**src/rtl/icache.sv**
```systemverilog
// Direct-mapped instruction cache: 16 one-word lines, single outstanding fill.
// A lookup that misses in IDLE latches the line address and moves to FETCH.
// FETCH holds iREN/iaddr steady until memory_control drops iwait, then writes
// the line and returns to IDLE so the retried request hits on the next cycle.
module icache (
  input  logic        CLK,
  input  logic        nRST,
  input  logic        imemREN,
  input  logic [31:0] imemaddr,
  output logic        ihit,
  output logic [31:0] imemload,
  output logic        iREN,
  output logic [31:0] iaddr,
  input  logic        iwait,
  input  logic [31:0] iload,
  input  logic        flush,
  output logic [15:0] miss_count
);

  typedef enum logic {
    IDLE  = 1'b0,
    FETCH = 1'b1
  } state_t;

  state_t      state;
  state_t      next_state;

  // Request address fields; the byte offset is irrelevant for word fetches.
  logic [25:0] req_tag;
  logic [3:0]  req_idx;
  logic        unused_byte_offset;

  // Line address captured when the miss is detected, so the fill is immune
  // to the datapath changing or dropping its request while it waits.
  logic [25:0] fill_tag;
  logic [3:0]  fill_idx;

  // Storage: tag and data are never reset; the valid bits mask them.
  logic [31:0] data_arr [16];
  logic [25:0] tag_arr  [16];
  logic [15:0] valid;
  logic [15:0] miss_cnt;

  logic        lookup_hit;
  logic        miss_start;
  logic        fill_done;

  assign req_tag            = imemaddr[31:6];
  assign req_idx            = imemaddr[5:2];
  assign unused_byte_offset = ^imemaddr[1:0];

  assign lookup_hit = valid[req_idx] && (tag_arr[req_idx] == req_tag);

  // Flush wins over everything, so it also suppresses starting or finishing a fill.
  assign miss_start = imemREN && (state == IDLE) && !lookup_hit && !flush;
  assign fill_done  = (state == FETCH) && !iwait && !flush;

  assign ihit       = imemREN && (state == IDLE) && lookup_hit && !flush;
  assign imemload   = data_arr[req_idx];
  assign miss_count = miss_cnt;

  // State register; reset abandons any fill in flight.
  always_ff @(posedge CLK or negedge nRST) begin
    if (!nRST) begin
      state <= IDLE;
    end else begin
      state <= next_state;
    end
  end

  // Next-state and memory-side outputs; iaddr is parked at zero while idle.
  always_comb begin
    next_state = state;
    iREN       = 1'b0;
    iaddr      = 32'h0;
    case (state)
      IDLE: begin
        if (miss_start) begin
          next_state = FETCH;
        end
      end
      FETCH: begin
        iREN  = 1'b1;
        iaddr = {fill_tag, fill_idx, 2'b00};
        if (!iwait) begin
          next_state = IDLE;
        end
      end
      default: begin
        next_state = IDLE;
      end
    endcase
    if (flush) begin
      next_state = IDLE;
    end
  end

  // Capture the missing line's address on the edge that enters FETCH.
  always_ff @(posedge CLK or negedge nRST) begin
    if (!nRST) begin
      fill_tag <= '0;
      fill_idx <= '0;
    end else if (miss_start) begin
      fill_tag <= req_tag;
      fill_idx <= req_idx;
    end
  end

  // Valid bits and fill counter; flush clears both and discards a completing fill.
  always_ff @(posedge CLK or negedge nRST) begin
    if (!nRST) begin
      valid    <= '0;
      miss_cnt <= '0;
    end else if (flush) begin
      valid    <= '0;
      miss_cnt <= '0;
    end else if (fill_done) begin
      valid[fill_idx] <= 1'b1;
      miss_cnt        <= miss_cnt + 16'd1;
    end
  end

  // Line write on fill completion; overwrites whatever tag was there before.
  always_ff @(posedge CLK) begin
    if (fill_done) begin
      data_arr[fill_idx] <= iload;
      tag_arr[fill_idx]  <= fill_tag;
    end
  end

endmodule

```
**config.mk**
```make
export PLATFORM = sky130hd
export DESIGN_NAME = icache
export DESIGN_NICKNAME = d
export VERILOG_FILES = /design/src/rtl/icache.sv
export SDC_FILE = /design/constraint.sdc
export NUM_CORES = 1
export LEC_CHECK = 0
export ABC_AREA = 0
export BUFFER_PORTS_ARGS = -buffer_cell sky130_fd_sc_hd__buf_2
export CAP_MARGIN = 10
export CORE_ASPECT_RATIO = 1.4
export CORE_MARGIN = 2
export CORE_UTILIZATION = 45
export CTS_CLUSTER_SIZE = 8
export DETAILED_ROUTE_END_ITERATION = 16
export RECOVER_POWER = 25
export SYNTH_ARGS = -nofsm -noshare
export SYNTH_HDL_FRONTEND = slang
export SYNTH_SLANG_ARGS = --single-unit
```
**constraint.sdc**
```tcl
create_clock -name CLK -period 4.6 [get_ports CLK]
set_input_delay 0.23 -clock CLK [delete_from_list [all_inputs] [get_ports CLK]]
set_output_delay 0.23 -clock CLK [all_outputs]
set_load 0.05 [all_outputs]
```
### Word level (Yosys, flattened, before mapping)

Memories as Yosys holds them, arrays and structs flattened.
Index checks and enable logic that the tools add are counted.
W data, S select, Z words.

* magnitude comparators: 3
* add/subtract/negate cells: 1
* equality and inequality tests: 1
* mux-type cells: 16
* bitwise logic cells: 2
* reductions and logical operators: 13

Operators with widths (number)
* $mux W16: 4
* $mux W32: 1
* $eq A26 B26 Y1: 1
* $add A16 B1 Y16 const B: 1
* $or A16 B16 Y16: 1
* $lt A4 B5 Y1 const B: 2
* $logic_and A1 B1 Y1: 9
* $mux W1: 8
* $bmux W1 S4: 1
* $demux W1 S4: 1
* $ge A4 B1 Y1 const B: 1
* $logic_not A1 Y1: 3
* $pmux W1 S2: 1
* $reduce_bool A2 Y1: 1
* $not A1 Y1: 1

* word-level logic and storage cells: 43
* memories kept: 2
* memory bits (writable): 928
* bits in registers: 63
* output and inout port bits: 82
* input bits: 69

Memory list
* data_arr: depth 16, bits a word 32, rd ports 1, clocked after Yosys merged registers in 0, wr ports 1, RTL line 39 `logic [31:0] data_arr [16];`
* tag_arr: depth 16, bits a word 26, rd ports 1, clocked after Yosys merged registers in 0, wr ports 1, RTL line 40 `logic [25:0] tag_arr [16];`

### Longest topological paths before layout

Gate-level depths: netlist (run 1).

* word-level depth: 9
* gate-level depth with buffers: 14
* mapped depth without buffers: 8

### Least setup slack after synthesis (run 1)

OpenSTA, ideal clock, no wires.

* path type: flip-flop to flip-flop
* start point: register state
* end point: memory data_arr[0][0] (enable)
* data arrival time: 3.779 ns
* cell stages (with the launch flop): 6
* slack: 0.347 ns
* period minus slack after synthesis: 4.253 ns
* setup time: 0.474 ns
* buffers on the path: 1
* required time: 4.126 ns
* path through: dfrtp_1 -> nand2b_1 -> nor3_1 -> nand2b_1 -> clkbuf_1 -> nor2_1

* cells in the longest elaborated chain, start to end: 4

RTL lines
* start, declared: RTL line 25 `state_t state;`
* start signal, assigned: RTL line 67 `state <= next_state;`
* $logic_and A1 B1 Y1 (2 in series): RTL line 56 `assign fill_done = (state == FETCH) && !iwait && !flush;`
* $mux W1: RTL line 125 `if (fill_done) begin`
* $mux W1 (not written as such): RTL line 126 `data_arr[fill_idx] <= iload;`
* end, declared: RTL line 39

Every way passes these cells.

### Worst setup path in the final report (run 1)

* start point: memory tag_arr[1][14]
* end point: output ihit

* cells in the longest elaborated chain, start to end: 5

RTL lines
* start, declared: RTL line 40
* $mem_v2 Z16 W26
* $eq A26 B26 Y1: RTL line 52 `assign lookup_hit = valid[req_idx] && (tag_arr[req_idx] == req_tag);`
* $logic_and A1 B1 Y1: RTL line 52
* $logic_and A1 B1 Y1 (2 in series): RTL line 58 `assign ihit = imemREN && (state == IDLE) && lookup_hit && !flush;`
* end, declared: RTL line 10 `output logic ihit,`

Every way passes these cells.

==> impl_metrics.ini, run 1 <==
[outcome]
status = finished, final reports clean

[synth]
ys.flop_type = edfxtp_1
ys_seq_area_share_pct = 74.3
synth-seq-cells = 991
synth_cell_types = 62
synth-edff-count = 928
syn_inst = 1948
synthArstFlopShare_pct = 6.36
syn_avg_cell_area_sq_um = 20.4
netlist_area_sq_mm = 0.0396
ys_warn_count = 0

[timing]
finalWorstSetupSlack_ps = 534
setup_viol = 0
hold_viol = 0
slew_viol_final = 0
rsz0062_at_grt = no
clock.fmax_mhz = 246
period_minus_slack_ps = 4070
maxSlewHeadroom_pct = 28.7
finClkSkew_ps = 21.6
fin_crit_sh_pct = 88.4
final.setup.tns_ps = 0
worstMarginPinSlew_ps = 1070

[floorplanning]
dieHeight_um = 355
die-area_sq_mm = 0.0905
num_rows = 128
die_x_um = 255
initial_core_util_pct = 45.5
core_region_area_sq_mm = 0.0871
design.portCount = 151

[pwr]
p_per_area_mw_per_mm2 = 452
sequentialPowerShare_pct = 49.7
comb_power_share_pct = 6.6
intPower_w = 0.0162
peakVddDrop_mv = 0.360
p_sw_w = 0.00480
leakage_nw = 15.4
swShare_pct = 22.8
clkPwrFrac_pct = 43.8

[setup_path]
path_class = flip-flop to primary output
cpMostUsedCell = mux2i_1
path_delay_family = simple AND/OR/NAND/NOR gates
cp.arrival_ps = 3840
r2r_setup_slack_ps = 1340
worstPathBufferInverterCount = 1
max_stage_delay_ps = 480
cp-end-kind = primary output
worstPathRequired_ps = 4370
critPathMaxFanout = 2
cpMaxStageDelayCell = nor4_1
start_kind = flip-flop
worstPathCellList = mux4_2 -> mux2i_1 -> xor2_1 -> mux2i_1 -> nor4_4 -> nand4_2 -> nand2b_1 -> nor4_1 -> buf_2

[flow_run]
max_cap_violations = 0

[global_routing]
grt_max_degree = 97
antenna_found_initial = 4
gr-total-overflow = 0
grt_pass1_wl_um = 143000
track_usage_pct = 21.9
grt_pass1_vias = 21549

[drt]
wl_per_cell_um = 28.0
dr.pass1.iters = 5
drc = 0
ant_nets = 0
via_per_inst = 5.96
drt_iter0_drc = 1914
vias = 20511
drt-total-wl_um = 96500

[clock_network]
clk_latency_ps = 720
cts-root-buf = clkbuf_16
cts_buffers = 141
cts_tree = done
h-tree-depth = 4
cts_sinks = 991
path_clk_slew_ps = 50
clock_path_buffers = 3

[placement]
place.gp.congestion = 0.801
portBuffers = 146
place_hpwl_um = 52500
place_ws_ps = 813

[worst_hold_path]
hp-class = input port to flip-flop

[final_layout]
fin_nets = 2306
drive_above_1_share_pct = 27.0
syn_to_final_growth_pct = 17.4
[state kept, by name, summed over array words and instances (netlist names)]
register,cells
data_arr,512
tag_arr,416
fill_tag,26
miss_count,16
valid,16
fill_idx,4
state,1
[placed cells by master, fill, tap and decap left out, types with 28 or more instances in the layout]
cell	synthesis	final
nand2_1	56	56
mux4_2	246	246
clkbuf_1	64	54
dfrtp_1	63	63
nor2_1	57	41
buf_4	3	41
buf_2	30	111
a211o_1	29	29
nor4_1	33	33
a221o_1	37	37
and3_1	28	28
nor2b_1	33	33
clkbuf_16	0	142
mux2i_1	58	58
dlygate4sd3_1	0	56
and2_1	34	34
edfxtp_1	928	928
[per-stage QoR]
stage	hold WS, ps	std cells	util [%]	total power, W	instance area (sq um)
6_report	53.3	3442	53.4	0.0210	46500
5_1_grt	49.5	3442	53.4	0.0217	46500
4_1_cts	1.95	3440	53.5	0.0212	46600
3_5_place_dp	478	3207	48.3	0.0120	42100
3_3_place_gp	454	3207	48.3	0.0119	42100
2_1_floorplan	-65.6	1949	-	0.0114	39700
[Yosys cell counts (3+ instances only)]
cell | count | share of area, %
a211o_1 | 29 | 0.64
a21oi_1 | 10 | 0.13
a221o_1 | 37 | 0.93
a221oi_1 | 10 | 0.22
a22oi_1 | 5 | 0.095
a31oi_1 | 3 | 0.047
and2_1 | 34 | 0.54
and3_1 | 28 | 0.44
and4_1 | 5 | 0.11
buf_1 | 10 | 0.095
buf_2 | 30 | 0.38
buf_4 | 3 | 0.057
buf_6 | 10 | 0.28
clkbuf_1 | 64 | 0.61
dfrtp_1 | 63 | 4.0
edfxtp_1 | 928 | 70
inv_1 | 22 | 0.21
mux2_2 | 9 | 0.26
mux2i_1 | 58 | 1.5
mux4_1 | 3 | 0.20
mux4_2 | 246 | 14
nand2_1 | 56 | 0.53
nand2b_1 | 14 | 0.22
nand3_1 | 14 | 0.18
nand4_1 | 11 | 0.17
nor2_1 | 57 | 0.54
nor2b_1 | 33 | 0.52
nor3_1 | 18 | 0.23
nor3b_1 | 4 | 0.076
nor4_1 | 33 | 0.52
o21ai_0 | 5 | 0.063
o22ai_1 | 23 | 0.36
or3_1 | 4 | 0.063
xnor2_1 | 7 | 0.15
xor2_1 | 26 | 0.57
[per-layer routing]
layer	track usage, %	vias to the layer above	share of wire (%)
met2	36.6	675	51
li1	-	8632	-
met4	7.15	2	2.3
met1	28.9	11056	41
met5	0	-	0.013
met3	4.13	146	5.9
[worst reg2reg max path, stage by stage, from the launching register on]
cell,delay (ps)
edfxtp_1,370
mux4_2,470
mux2i_1,180
xor2_1,110
mux2i_1,700
nor4_4,110
nand4_2,160
buf_4,520
nor4_1,170
or3_1,360
[kinds of logic after synthesis]
kind of cell / after synthesis / share of synthesized area, %
AOI/OAI and AO/OA: 141 / 2.90
adders and majority gates: 1 / 0.0316
xor gates and xnor gates: 33 / 0.729
other: 1 / 0.00946
and+or+nand+nor: 321 / 4.40
muxes: 316 / 15.9
DFF: 991 / 74.3
buffers and inverters: 144 / 1.77
[cell type report]
type	count	area [sq um]
fill	6813	40600
sequential	991	29400
multi-input combinational	814	9630
clock buffer	163	3630
timing repair buffer	264	1990
tap	1170	1460
clock inverter	14	282
inverter	24	92.6
antenna	2	5.00
[timing repair]
item	in CTS	in global routing
endpoints found under the hold margin	601	0
hold buffers	56	0
setup buffers	0	0
resized for setup	0	0
[power groups by stage]
stage | Sequential, W | Clock (W) | Combinational (W)
2_1_floorplan | 0.0105 | 0 | 0.000920
3_3_place_gp | 0.0106 | 0 | 0.00134
3_5_place_dp | 0.0106 | 0 | 0.00136
4_1_cts | 0.0105 | 0.00938 | 0.00141
5_1_grt | 0.0105 | 0.00977 | 0.00148
6_report | 0.0105 | 0.00921 | 0.00138
[path summary, 6_finish.rpt]
check,from,to,depth (start not counted)
worst min register to register,valid[15],valid[15],2
worst min-delay path,imemaddr[20],fill_tag[14],3
max in group asynchronous,nRST,valid[11],3
worst max-delay path,tag_arr[1][14],ihit,9
min in group asynchronous,nRST,fill_idx[2],3
worst max register to register,tag_arr[1][14],fill_tag[13],9
Power figures use the tool's default switching activity.
==> inputs of run 2 (changes only) <==
HOLD_SLACK_MARGIN = 0.06   (was default)
==> run 2 against run 1 <==
Critical path type unchanged. Core utilization increased by 0.072 points. Clock power about the same. Setup slack worse by 11 ps.
==> impl_metrics.ini, run 2 (synthesis results as in run 1) <==
[outcome]
status = finished, final reports clean

[final_layout]
largest_reg_flops = 512
syn_to_final_growth_pct = 17.5
final_common_cell = edfxtp_1
final_cell_mix = 928 x edfxtp_1, 246 x mux4_2, 142 x clkbuf_16
reg.largest.list = data_arr: 512 flops, tag_arr: 416 flops, fill_tag: 26 flops
largest-register = data_arr
fin_nets = 2312
drive_above_1_share_pct = 26.9

[setup_path]
cpMaxStageDelayCell = nor4_1
cp-end-kind = primary output
cpMostUsedCell = mux2i_1
r2r_setup_slack_ps = 1050
max_stage_delay_ps = 490
cp.arrival_ps = 3850
critPathMaxFanout = 2
r2r_cells = 10
worstPathRequired_ps = 4370
path_class = flip-flop to primary output
worstPathCellList = mux4_2 -> mux2i_1 -> xor2_1 -> mux2i_1 -> nor4_4 -> nand4_2 -> nand2b_1 -> nor4_1 -> buf_2
r2r_start = tag_arr[1][14]
r2r_end = state
start_kind = flip-flop

[drt]
drc = 0
drt_iter0_drc = 1858
via_per_inst = 5.94
dr.pass1.iters = 5
wl_per_cell_um = 28.0
vias = 20488
ant_nets = 0
drt-total-wl_um = 96600

[timing]
fin_crit_sh_pct = 88.6
final.setup.tns_ps = 0
finClkSkew_ps = 21.5
rsz0062_at_grt = no
maxSlewHeadroom_pct = 28.1
slew_viol_final = 0
worstMarginPinSlew_ps = 1080
setup_viol = 0
hold_viol = 0
period_minus_slack_ps = 4080
clock.fmax_mhz = 245
finalWorstSetupSlack_ps = 523
whs_ps = 278

[clock_network]
cts_tree = done
cts-root-buf = clkbuf_16
h-tree-depth = 4
clock_path_buffers = 3
path_clk_slew_ps = 50
cts_buffers = 141
cts_setup_buffers = 0
cts_sinks = 991
clk_latency_ps = 720

[placement]
place_ws_ps = 813
portBuffers = 146
place_hpwl_um = 52500
place.gp.congestion = 0.801

[floorplanning]
dieHeight_um = 355
num_rows = 128
die_x_um = 255
die-area_sq_mm = 0.0905
design.portCount = 151
initial_core_util_pct = 45.5
core_region_area_sq_mm = 0.0871

[pwr]
p_per_area_mw_per_mm2 = 452
leakage_nw = 15.4
peakVddDrop_mv = 0.363

[worst_hold_path]
hp-class = input port to async pin

[global_routing]
gr-total-overflow = 0
track_usage_pct = 21.9
antenna_found_initial = 4
grt_max_degree = 97
grt_pass1_vias = 21582
grt_pass1_wl_um = 143000

[flow_run]
max_cap_violations = 0
-- run 2: worst max-delay path, delay by kind of cell (launching register included) --
family | cells | cell delay, ps
xor+xnor | 1 | 220
buf+inv | 1 | 370
flops | 1 | 370
mux | 3 | 980
simple gates | 4 | 1220
-- run 2: power by group --
group	internal, W	total, W	leakage, nW	switching, W
Sequential	0.0102	0.0105	9.10	0.000282
Combinational	0.000527	0.00139	4.41	0.000860
Clock	0.00555	0.00921	1.89	0.00366
-- run 2: worst max-delay path by stage --
stage                        start              to  slack, ps  cells past startpoint
detailed placement     imemaddr[2]            ihit        810                     11
global placement       imemaddr[2]            ihit        840                     11
finish              tag_arr[1][14]            ihit        520                      9
global route        tag_arr[1][14]            ihit        360                      9
CTS                 tag_arr[1][14]            ihit        500                      9
floorplan                    state  data_arr[0][0]        350                      5
-- run 2: cell type report --
type / count / area [sq um]
multi-input cells: 814 / 9630
inverters: 24 / 92.6
repair buffers: 270 / 2050
well taps: 1170 / 1460
diodes: 3 / 7.51
fillers: 6810 / 40500
clock inverters: 14 / 282
flip-flops and latches: 991 / 29400
clock buffers: 163 / 3630
-- run 2: what timing repair did --
item	in CTS	in global routing
setup endpoints to repair	0	0
hold buffers	62	0
resized for setup	0	0
hold endpoints to repair	618	0
-- run 2: stage by stage --
stage	cells	instance area [sq um]	total power, W	utilization [%]
after global routing	3448	46600	0.0217	53.5
final	3449	46600	0.0210	53.5
after CTS	3446	46600	0.0212	53.5
after global placement	3207	42100	0.0119	48.3
after detailed placement	3207	42100	0.0120	48.3
after floorplan	1949	39700	0.0114	-
-- run 2: per-layer routing --
metal	GRT usage [%]	vias up	wire [um]
li1	-	8644	-
met1	29.0	11024	39600
met2	36.5	676	49100
met3	4.07	142	5620
met4	7.29	2	2300
met5	0	-	13
